File: src/rtl/elevator_call_scheduler_if.sv
// rtl/elevator_call_scheduler_if.sv - call/target/status bundle between button logic, scheduler and car FSM
//
// Signals:
//   call_valid/call_floor  : one-cycle call strobe and requested floor
//   cur_floor/car_door     : car position and one-cycle arrival pulse
//   tgt_valid/tgt_ready    : target handshake toward the car FSM
//   tgt_floor              : offered target floor
//   door_req/call_err      : one-cycle status pulses
//   pending/sweep_up       : request bitmap and current sweep direction
// Modports: slave = scheduler side, master = button/car side.
interface elevator_call_scheduler_if #(
    parameter int NUM_FLOORS = 16,
    parameter int FLOOR_W    = 4
);
    logic                  call_valid;
    logic [FLOOR_W-1:0]    call_floor;
    logic [FLOOR_W-1:0]    cur_floor;
    logic                  car_door;
    logic                  tgt_ready;
    logic                  tgt_valid;
    logic [FLOOR_W-1:0]    tgt_floor;
    logic                  door_req;
    logic                  call_err;
    logic [NUM_FLOORS-1:0] pending;
    logic                  sweep_up;

    modport slave (
        input  call_valid, call_floor, cur_floor, car_door, tgt_ready,
        output tgt_valid, tgt_floor, door_req, call_err, pending, sweep_up
    );

    modport master (
        output call_valid, call_floor, cur_floor, car_door, tgt_ready,
        input  tgt_valid, tgt_floor, door_req, call_err, pending, sweep_up
    );
endinterface

File: src/rtl/elevator_call_scheduler.sv
// rtl/elevator_call_scheduler.sv - LOOK-order floor call scheduler feeding the car FSM one target at a time
//
// Ports:
//   clk  : system clock, rising edge
//   rst  : asynchronous reset, active-high
//   bus  : elevator_call_scheduler_if.slave (calls in, car status in,
//          target handshake out, door_req/call_err pulses, pending bitmap, sweep direction)
module elevator_call_scheduler #(
    parameter int NUM_FLOORS = 16,
    parameter int FLOOR_W    = 4
) (
    input  logic                          clk,
    input  logic                          rst,
    elevator_call_scheduler_if.slave      bus
);

    typedef enum logic [1:0] {
        ST_IDLE  = 2'd0,
        ST_ISSUE = 2'd1,
        ST_WAIT  = 2'd2
    } state_t;

    state_t                state_q, state_d;
    logic [NUM_FLOORS-1:0] pending_q, pending_d;
    logic                  sweep_up_q, sweep_up_d;
    logic [FLOOR_W-1:0]    tgt_floor_q, tgt_floor_d;
    logic [FLOOR_W-1:0]    inflight_q, inflight_d;
    logic                  door_req_q, door_req_d;
    logic                  call_err_q, call_err_d;

    logic                  call_ok;
    logic [NUM_FLOORS-1:0] set_mask;
    logic [NUM_FLOORS-1:0] clr_mask;
    logic                  at_cur;
    logic                  above_any, below_any;
    logic [FLOOR_W-1:0]    above_sel, below_sel;
    logic                  arrived;

    // Extra bit so NUM_FLOORS == 2**FLOOR_W compares correctly.
    assign call_ok = bus.call_valid &&
                     ({1'b0, bus.call_floor} < (FLOOR_W+1)'(NUM_FLOORS));
    assign arrived = (state_q == ST_WAIT) && bus.car_door &&
                     (bus.cur_floor == inflight_q);

    // Nearest pending floor above and below the car. The descending scan
    // leaves the lowest floor above; the ascending scan the highest below.
    always_comb begin
        at_cur    = 1'b0;
        above_any = 1'b0;
        below_any = 1'b0;
        above_sel = '0;
        below_sel = '0;
        for (int i = NUM_FLOORS - 1; i >= 0; i--) begin
            if (pending_q[i] && (FLOOR_W'(i) > bus.cur_floor)) begin
                above_any = 1'b1;
                above_sel = FLOOR_W'(i);
            end
        end
        for (int i = 0; i < NUM_FLOORS; i++) begin
            if (pending_q[i] && (FLOOR_W'(i) < bus.cur_floor)) begin
                below_any = 1'b1;
                below_sel = FLOOR_W'(i);
            end
            if (pending_q[i] && (FLOOR_W'(i) == bus.cur_floor)) begin
                at_cur = 1'b1;
            end
        end
    end

    always_comb begin
        state_d     = state_q;
        sweep_up_d  = sweep_up_q;
        tgt_floor_d = tgt_floor_q;
        inflight_d  = inflight_q;
        door_req_d  = 1'b0;
        call_err_d  = bus.call_valid && !call_ok;
        set_mask    = '0;
        clr_mask    = '0;

        for (int i = 0; i < NUM_FLOORS; i++) begin
            if (call_ok && (bus.call_floor == FLOOR_W'(i))) begin
                set_mask[i] = 1'b1;
            end
        end

        case (state_q)
            ST_IDLE: begin
                if (at_cur) begin
                    // Car is already here: reopen the door instead of issuing.
                    for (int i = 0; i < NUM_FLOORS; i++) begin
                        if (bus.cur_floor == FLOOR_W'(i)) begin
                            clr_mask[i] = 1'b1;
                        end
                    end
                    door_req_d = 1'b1;
                end else if (pending_q != '0) begin
                    if (sweep_up_q) begin
                        if (above_any) begin
                            tgt_floor_d = above_sel;
                        end else begin
                            tgt_floor_d = below_sel;
                            sweep_up_d  = 1'b0;
                        end
                    end else begin
                        if (below_any) begin
                            tgt_floor_d = below_sel;
                        end else begin
                            tgt_floor_d = above_sel;
                            sweep_up_d  = 1'b1;
                        end
                    end
                    inflight_d = tgt_floor_d;
                    state_d    = ST_ISSUE;
                end
            end
            ST_ISSUE: begin
                if (bus.tgt_ready) begin
                    state_d = ST_WAIT;
                end
            end
            ST_WAIT: begin
                if (arrived) begin
                    for (int i = 0; i < NUM_FLOORS; i++) begin
                        if (inflight_q == FLOOR_W'(i)) begin
                            clr_mask[i] = 1'b1;
                        end
                    end
                    state_d = ST_IDLE;
                end
            end
            default: begin
                state_d = ST_IDLE;
            end
        endcase

        // Clear is applied after set so a same-floor call in the clear cycle is absorbed.
        pending_d = (pending_q | set_mask) & ~clr_mask;
    end

    always_ff @(posedge clk or posedge rst) begin
        if (rst) begin
            state_q     <= ST_IDLE;
            pending_q   <= '0;
            sweep_up_q  <= 1'b1;
            tgt_floor_q <= '0;
            inflight_q  <= '0;
            door_req_q  <= 1'b0;
            call_err_q  <= 1'b0;
        end else begin
            state_q     <= state_d;
            pending_q   <= pending_d;
            sweep_up_q  <= sweep_up_d;
            tgt_floor_q <= tgt_floor_d;
            inflight_q  <= inflight_d;
            door_req_q  <= door_req_d;
            call_err_q  <= call_err_d;
        end
    end

    assign bus.tgt_valid = (state_q == ST_ISSUE);
    assign bus.tgt_floor = tgt_floor_q;
    assign bus.door_req  = door_req_q;
    assign bus.call_err  = call_err_q;
    assign bus.pending   = pending_q;
    assign bus.sweep_up  = sweep_up_q;

endmodule

File: src/flat_wrapper.sv
// flat-port wrapper written by rule: the top's interface ports become plain ports
module elevator_call_scheduler_flat 
#(
    parameter int NUM_FLOORS = 16,
    parameter int FLOOR_W    = 4
)
  (clk, rst, bus_call_valid, bus_call_floor, bus_cur_floor, bus_car_door, bus_tgt_ready, bus_tgt_valid, bus_tgt_floor, bus_door_req, bus_call_err, bus_pending, bus_sweep_up);
  elevator_call_scheduler_if #(.NUM_FLOORS(NUM_FLOORS), .FLOOR_W(FLOOR_W)) bus_i ();
  input  logic clk;
  input  logic rst;
  input wire logic [$bits(bus_i.call_valid)-1:0] bus_call_valid;
  input wire logic [$bits(bus_i.call_floor)-1:0] bus_call_floor;
  input wire logic [$bits(bus_i.cur_floor)-1:0] bus_cur_floor;
  input wire logic [$bits(bus_i.car_door)-1:0] bus_car_door;
  input wire logic [$bits(bus_i.tgt_ready)-1:0] bus_tgt_ready;
  output wire logic [$bits(bus_i.tgt_valid)-1:0] bus_tgt_valid;
  output wire logic [$bits(bus_i.tgt_floor)-1:0] bus_tgt_floor;
  output wire logic [$bits(bus_i.door_req)-1:0] bus_door_req;
  output wire logic [$bits(bus_i.call_err)-1:0] bus_call_err;
  output wire logic [$bits(bus_i.pending)-1:0] bus_pending;
  output wire logic [$bits(bus_i.sweep_up)-1:0] bus_sweep_up;
  assign bus_i.call_valid = bus_call_valid;
  assign bus_i.call_floor = bus_call_floor;
  assign bus_i.cur_floor = bus_cur_floor;
  assign bus_i.car_door = bus_car_door;
  assign bus_i.tgt_ready = bus_tgt_ready;
  assign bus_tgt_valid = bus_i.tgt_valid;
  assign bus_tgt_floor = bus_i.tgt_floor;
  assign bus_door_req = bus_i.door_req;
  assign bus_call_err = bus_i.call_err;
  assign bus_pending = bus_i.pending;
  assign bus_sweep_up = bus_i.sweep_up;
  elevator_call_scheduler #(.NUM_FLOORS(NUM_FLOORS), .FLOOR_W(FLOOR_W)) u_core (.clk(clk), .rst(rst), .bus(bus_i));
endmodule
File: config.mk
export PLATFORM = sky130hd
export DESIGN_NAME = elevator_call_scheduler_flat
export DESIGN_NICKNAME = d
export VERILOG_FILES = /design/src/rtl/elevator_call_scheduler_if.sv /design/src/rtl/elevator_call_scheduler.sv /design/src/flat_wrapper.sv
export SDC_FILE = /design/constraint.sdc
export NUM_CORES = 1
export LEC_CHECK = 0
export BUFFER_PORTS_ARGS = -buffer_cell sky130_fd_sc_hd__buf_2
export CORE_MARGIN = 2
export CORE_UTILIZATION = 50
export DETAILED_ROUTE_END_ITERATION = 6
export PLACE_DENSITY_LB_ADDON = 0.05
export SLEW_MARGIN = 10
export SYNTH_ARGS = -nofsm -noshare
export SYNTH_HDL_FRONTEND = slang
export SYNTH_SLANG_ARGS = --single-unit
File: constraint.sdc
create_clock -name clk -period 6.5 [get_ports clk]
set_clock_uncertainty 0.2 [all_clocks]
set_input_delay 0.65 -clock clk [delete_from_list [all_inputs] [get_ports clk]]
set_output_delay 0.65 -clock clk [all_outputs]
set_load 0.05 [all_outputs]
==> impl_results.md, run 1 <==
* Initial DRT Pass Iterations at 5
* Final WS setup at 3600 ps
* Core Region at 4690 sq um
* Post-CTS Setup Inserts at 0
* Peak supply drop at between 0.3 and 0.4 mV
* Synth area leader: dfrtp_1
* Starting Density at 51.8%
* I/O Pins at 37
* Fin crit share at 44.6%
* Tot GR Track Use at 30.5%
* Mapped cell area at 2430 sq um
* Crit Path Max Fanout at 32
* Slew headroom at 39.4%
* CP endpoint kind: flip-flop
* DIE AREA at about 5400 sq um
* Post-synth top cells: 26 x nand2_1, 24 x nor2_1, 23 x dfrtp_1
* Root Buffer: clkbuf_8
* Post-route ant nets at 0
* Yosys reg bits at 24
* Min Tclk post-route at 2900 ps
* Worst path arrival time at about 2800 ps
* CP required at ~6400 ps
* Synth top area share at 23.7%
* Die Ht at 73.7 um
* Final Setup Violations at 0
* Initial antenna violation count at 0
* Max_cap viols at 0
* YS warnings at 0
* Max Slew Vio Count at 0
* Global-route wire length before repair at around 13,000 um
* Ys async rst share at 100%
* Cell area after layout at 2560 sq um
* DIE WIDTH at 73.7 um
* Final core utilization at 54.6%
* Nets@finish at 345
* R2r startpoint: u_core.bus.pending[7]
* Mapped Cells at 319
* Type of the worst min-delay path: in -> async
* Synth-to-Final Area Change at 5.51%
* DR WL/cell at just over 20 um
* CP Class: in -> reg
* CP bufs+invs at 2
* Most Used Layer, Global Route: met2
* Post-synth EDFFs at 0
* Hold violation count in the final report at 0
* GRT overflow at 0
* Delay-heaviest family, CP: simple AND/OR/NAND/NOR gates
* Std cell rows at 25
* Post-synthesis net count at about 330
* Initial drt markers at ~360
* Num CTS Buffers at 3
* Syn Area/Cell at 7.61 sq um
* Tightest Pin Transition at slightly above 900 ps
* Crit path max-delay cell type: and2_1
* RSZ-0062 raised after global routing: false
* Vias per cell at 6.87
* Post-Synth Simple-Gate Area at 30.2%
* Vias at 2,645
* Flop-to-flop setup slack at 3910 ps
* Xor/xnor share of the synthesized area at between 1 and 1.5%
* RePlAce Congestion at 0.942
* Clock sinks at 24
* Post-DP HPWL at 5700 um
* PD cells at approximately 500 nW/um^2
* Most frequent cell after synthesis: nand2_1
* DR DRC count at 0
* Grt met1 use at 43.9%
* Main combinational cell family by area after synthesis: compound AO/OA/AOI/OAI gates
* Resized cells post-CTS at 0
* CTS Hold Bufs at 0
* Worst slack at placement at 3330 ps
* Post-synthesis compound-gate area fraction at roughly a third
* Placed instance area at 2510 sq um
* Vias in the first global route at 2,393
* Layout cell share with drive strength beyond 1 at 16.0%
* Post-synthesis mux area share at 1.24%
* Clock buffer depth at 2
* Top post-synthesis cells by area: dfrtp_1 24%, a31oi_1 4.6%, a21oi_1 4.3%
* Met3 usage at 3.43%
* Met2 Usage GRT at 46.6%
* Largest net degree at the start of global routing at 36
* Distinct cells, synth at 64
* Setup tns final at 0 ps
* # H-tree levels at 1
* Reg2reg end: u_core.bus.pending[1]
* Clk pin slew, worst setup/hold paths at 80 ps
* Max Clk Rate at 345 MHz
* Total Wirelength at 7940 um
* ANT cells at 0
* Worst path max stage delay at ~500 ps
* Lkg Pwr at slightly above 1 nW
* Status: complete, no violations
* Fillcell total at between 400 and 500
* CTS tree: built
* Register area share after synthesis at about 25%
* Cell chain of the critical path: buf_2 > inv_1 > or3_1 > a21oi_1 > or3b_1 > and2_1 > a31oi_1
* Most used DFF post-synth: dfrtp_1
* R2r worst-path depth at 6
* Worst-Skew Late Latency at 270 ps
* Setup crit start kind: input port
* Area share of fa/ha/maj cells after synthesis at 0%
* # port buffers at 35
stage by stage:
stage	std cells	hold WS, ps	power [mW]
4_1_cts	385	357	1.28
5_1_grt	385	391	1.37
6_report	385	359	1.29
2_1_floorplan	319	349	0.983
3_5_place_dp	381	343	1.18
3_3_place_gp	381	341	1.18
state kept, by name (all words and copies together), names as in the netlist:
name / cells
u_core.bus.pending: 16
u_core.bus.sweep_up: 1
u_core.bus.tgt_floor: 4
u_core.state_q: 2
u_core.bus.door_req: 1
report_power, final:
| part | total (mW) | switching [mW] | internal (mW) |
|---|---|---|---|
| Combinational | 0.776 | 0.528 | 0.248 |
| Sequential | 0.413 | 0.190 | 0.223 |
| Clock | 0.102 | 0.0480 | 0.0542 |
routing by layer:
metal / routed length, um / part of all wire [%]
met1: 3460 / 44
met2: 3640 / 46
met3: 610 / 7.7
met4: 233 / 2.9
met5: 0 / 0
worst max path at each step:
| stage | slack (ps) | start | cells past startpoint | end |
|---|---|---|---|---|
| after floorplan | 3900 | bus_cur_floor[2] | 8 | u_core.bus.tgt_floor[0] |
| after global placement | 3330 | bus_cur_floor[0] | 7 | u_core.bus.pending[1] |
| after detailed placement | 3330 | bus_cur_floor[0] | 7 | u_core.bus.pending[1] |
| after CTS | 3610 | bus_cur_floor[0] | 7 | u_core.bus.pending[1] |
| after global routing | 3440 | bus_cur_floor[0] | 7 | u_core.bus.pending[1] |
| final | 3600 | bus_cur_floor[1] | 7 | u_core.bus.pending[0] |
final cells by class:
| class | count | area, sq um | area share (%) |
|---|---|---|---|
| well taps | 54 | 67.6 | 2.64 |
| flip-flops and latches | 24 | 602 | 23.5 |
| repair buffers | 35 | 175 | 6.84 |
| clock buffers | 4 | 55.1 | 2.15 |
| multi-input cells | 258 | 1630 | 63.4 |
| inverters | 10 | 37.5 | 1.46 |
layout by cell type, fill, tap and decap left out, types with 7 or more instances in the layout:
cell type,Yosys,final
buf_2,10,35
nand2_1,26,26
nor2_1,24,24
dfrtp_1,23,23
a21oi_1,21,21
a31oi_1,18,18
o21ai_0,16,16
o22ai_1,14,14
nor2b_1,12,12
inv_1,10,10
nand2b_1,10,10
nand3_1,9,9
nor3_1,8,8
nand3b_1,7,7
a32oi_1,7,7
kinds of logic after synthesis:
| kind of cell | Yosys count |
|---|---|
| other | 1 |
| AOI/OAI and AO/OA | 121 |
| buffers and inverters | 37 |
| DFF | 24 |
| muxes | 3 |
| xor gates and xnor gates | 4 |
| and+or+nand+nor | 129 |
Power figures use the tool's default switching activity.
==> run 2: changes to the inputs <==
Settings changed: ABC_AREA set to 1.
Clock period 6.5 ns to 2.82 ns, I/O delays scaled along.
==> impl_results.md, run 2 <==
* DR DRC count at 0
* Crit path from: u_core.bus.tgt_floor[1]
* Cell chain of the critical path: inv_1 > o21ai_0 > a21oi_1 > o2111ai_2 > a21oi_1 > nand3_2 > a21oi_1 > a22oi_1
* ANT cells at 0
* Top post-synthesis cells by area: dfrtp_1 26%, nand2_1 14%, inv_1 8.1%
* CP Class: reg -> reg
* Fillcell total at 468
* RSZ-0062 raised after global routing: false
* CTS tree: built
* Yosys reg bits at 24
* Vias per cell at 5.58
* Failing checks: hold timing
* Commonest non-fill, non-tap cell in the layout: nand2_1
* Core Region at 4320 sq um
* Fin crit share at 78.3%
* Status: finished with violations
* Worst path arrival time at 2160 ps
* Max reg flops at 16
* Tightest Pin Transition at 902 ps
* I/O Pins at 37
* Max Clk Rate at 453 MHz
* Synth-to-Final Area Change at 12.5%
* CTS Hold Bufs at 0
* DIE WIDTH at 70.6 um
* Initial drt markers at ~180
* Synth top area share at 26.0%
* Hold_ws at -13.0 ps
* Die Ht at 70.6 um
* Synth area leader: dfrtp_1
* DIE AREA at 4980 sq um
* Largest net degree at the start of global routing at 25
* Ys async rst share at 100%
* Resized cells post-CTS at 0
* Min Tclk post-route at 2210 ps
* Worst path max stage delay at 480 ps
* Slew headroom at 39.8%
* Mapped cell area at 2210 sq um
* Hold violation count in the final report at 16
* Most frequent cells in the layout: 82 x nand2_1, 48 x inv_1, 35 x buf_2, 28 x nor3_1, 27 x nor2_1
* Post-DP HPWL at 5450 um
* RePlAce Congestion at 0.998
* Post-CTS Setup Inserts at 0
* Crit path max-delay cell type: dfrtp_1
* Clock sinks at 24
* Syn Area/Cell at 6.49 sq um
* Tot GR Track Use at 28.2%
* Setup crit start kind: flip-flop
* Vias in the first global route at 2,145
* Distinct cells, synth at 40
* DR WL/cell at ~16 um
* Layout cell share with drive strength beyond 1 at about 22%
* CP endpoint kind: flip-flop
* CP bufs+invs at 1
* Lkg Pwr at approximately 1.3 nW
* Critical Path Most Common Cell: a21oi_1
* Most frequent cell after synthesis: nand2_1
* Setup tns final at 0 ps
* Peak supply drop at 0.802 mV
* Most used DFF post-synth: dfrtp_1
* Total Wirelength at 6690 um
* Final Setup Violations at 0
* YS warnings at 0
* Global-route wire length before repair at between 10,000 and 15,000 um
* # port buffers at 35
* PD cells at 1130 nW/um^2
* Num CTS Buffers at 3
* Initial antenna violation count at 0
* Max Slew Vio Count at 0
* Post-synth top cells: 82 x nand2_1, 48 x inv_1, 28 x nor3_1
* # H-tree levels at 1
* Type of the worst min-delay path: in -> async
* GRT overflow at 0
* Delay-heaviest family, CP: compound AO/OA/AOI/OAI gates
* Clock buffer depth at 2
* Post-synth EDFFs at 0
* Register area share after synthesis at 27.2%
* Vias at 2,389
* Clk pin slew, worst setup/hold paths at 90 ps
* Initial DRT Pass Iterations at 7
* R2r startpoint: u_core.bus.tgt_floor[1]
* Post-route ant nets at 0
* Mapped Cells at 341
* Post-synthesis net count at about 350
* Nets@finish at 390
* CP required at 2780 ps
* Worst-Skew Late Latency at between 200 and 300 ps
* Max_cap viols at 0
* Crit Path Max Fanout at 9
* Std cell rows at 24
* Starting Density at 51.2%
* Root Buffer: clkbuf_8
run 2: path summary, 6_finish.rpt:
kind	slack [ps]	cells past startpoint	to
max	610	8	u_core.bus.tgt_floor[1]
min	-10	2	u_core.state_q[1]
max reg2reg	610	8	u_core.bus.tgt_floor[1]
min reg2reg	330	2	u_core.bus.sweep_up
max in group asynchronous	1870	2	u_core.bus.pending[0]
min in group clk	30	2	u_core.state_q[0]
run 2: metrics by stage:
stage | area [sq um] | instances | worst slack (ps) | power [mW] | utilization, %
after floorplan | 2210 | 341 | 750 | 2.03 | -
after global placement | 2420 | 424 | 418 | 2.50 | 56.0
after detailed placement | 2420 | 424 | 391 | 2.50 | 56.0
after CTS | 2490 | 428 | 648 | 2.81 | 57.6
after global routing | 2490 | 428 | 447 | 3.02 | 57.6
final | 2490 | 428 | 611 | 2.82 | 57.6
run 2: report_power, final:
part | total (mW) | internal (mW) | leakage [nW] | switching [mW]
Combinational | 1.75 | 0.455 | 0.989 | 1.29
Clock | 0.304 | 0.190 | 0.0357 | 0.114
Sequential | 0.769 | 0.506 | 0.271 | 0.263
Total | 2.82 | 1.15 | 1.30 | 1.67
run 2: kinds of logic (layout without fill, tap and decap cells):
kind of cell | count (synthesis) | count (layout) | share of synthesized area (%)
DFF | 24 | 24 | 27.2
buffers and inverters | 67 | 102 | 12.8
other | 1 | 1 | 0.169
AOI/OAI and AO/OA | 57 | 57 | 16.8
and+or+nand+nor | 192 | 192 | 43.1
run 2: area by class of cell:
class | instances | area, sq um | share of cell area [%]
Clock inverter | 1 | 30.0 | 1.20
Sequential cell | 24 | 602 | 24.1
Inverter | 61 | 234 | 9.39
Clock buffer | 3 | 41.3 | 1.66
Tap cell | 52 | 65.1 | 2.61
Multi-Input combinational cell | 250 | 1330 | 53.4
Timing Repair Buffer | 37 | 190 | 7.63
run 2: metal layers:
metal | part of all wire [%] | up-vias | global-route usage (%)
li1 | - | 1201 | -
met1 | 47 | 1079 | 41.5
met2 | 45 | 92 | 43.2
met3 | 5.2 | 17 | 2.56
met4 | 2.9 | 0 | 10.7
met5 | 0 | - | 0
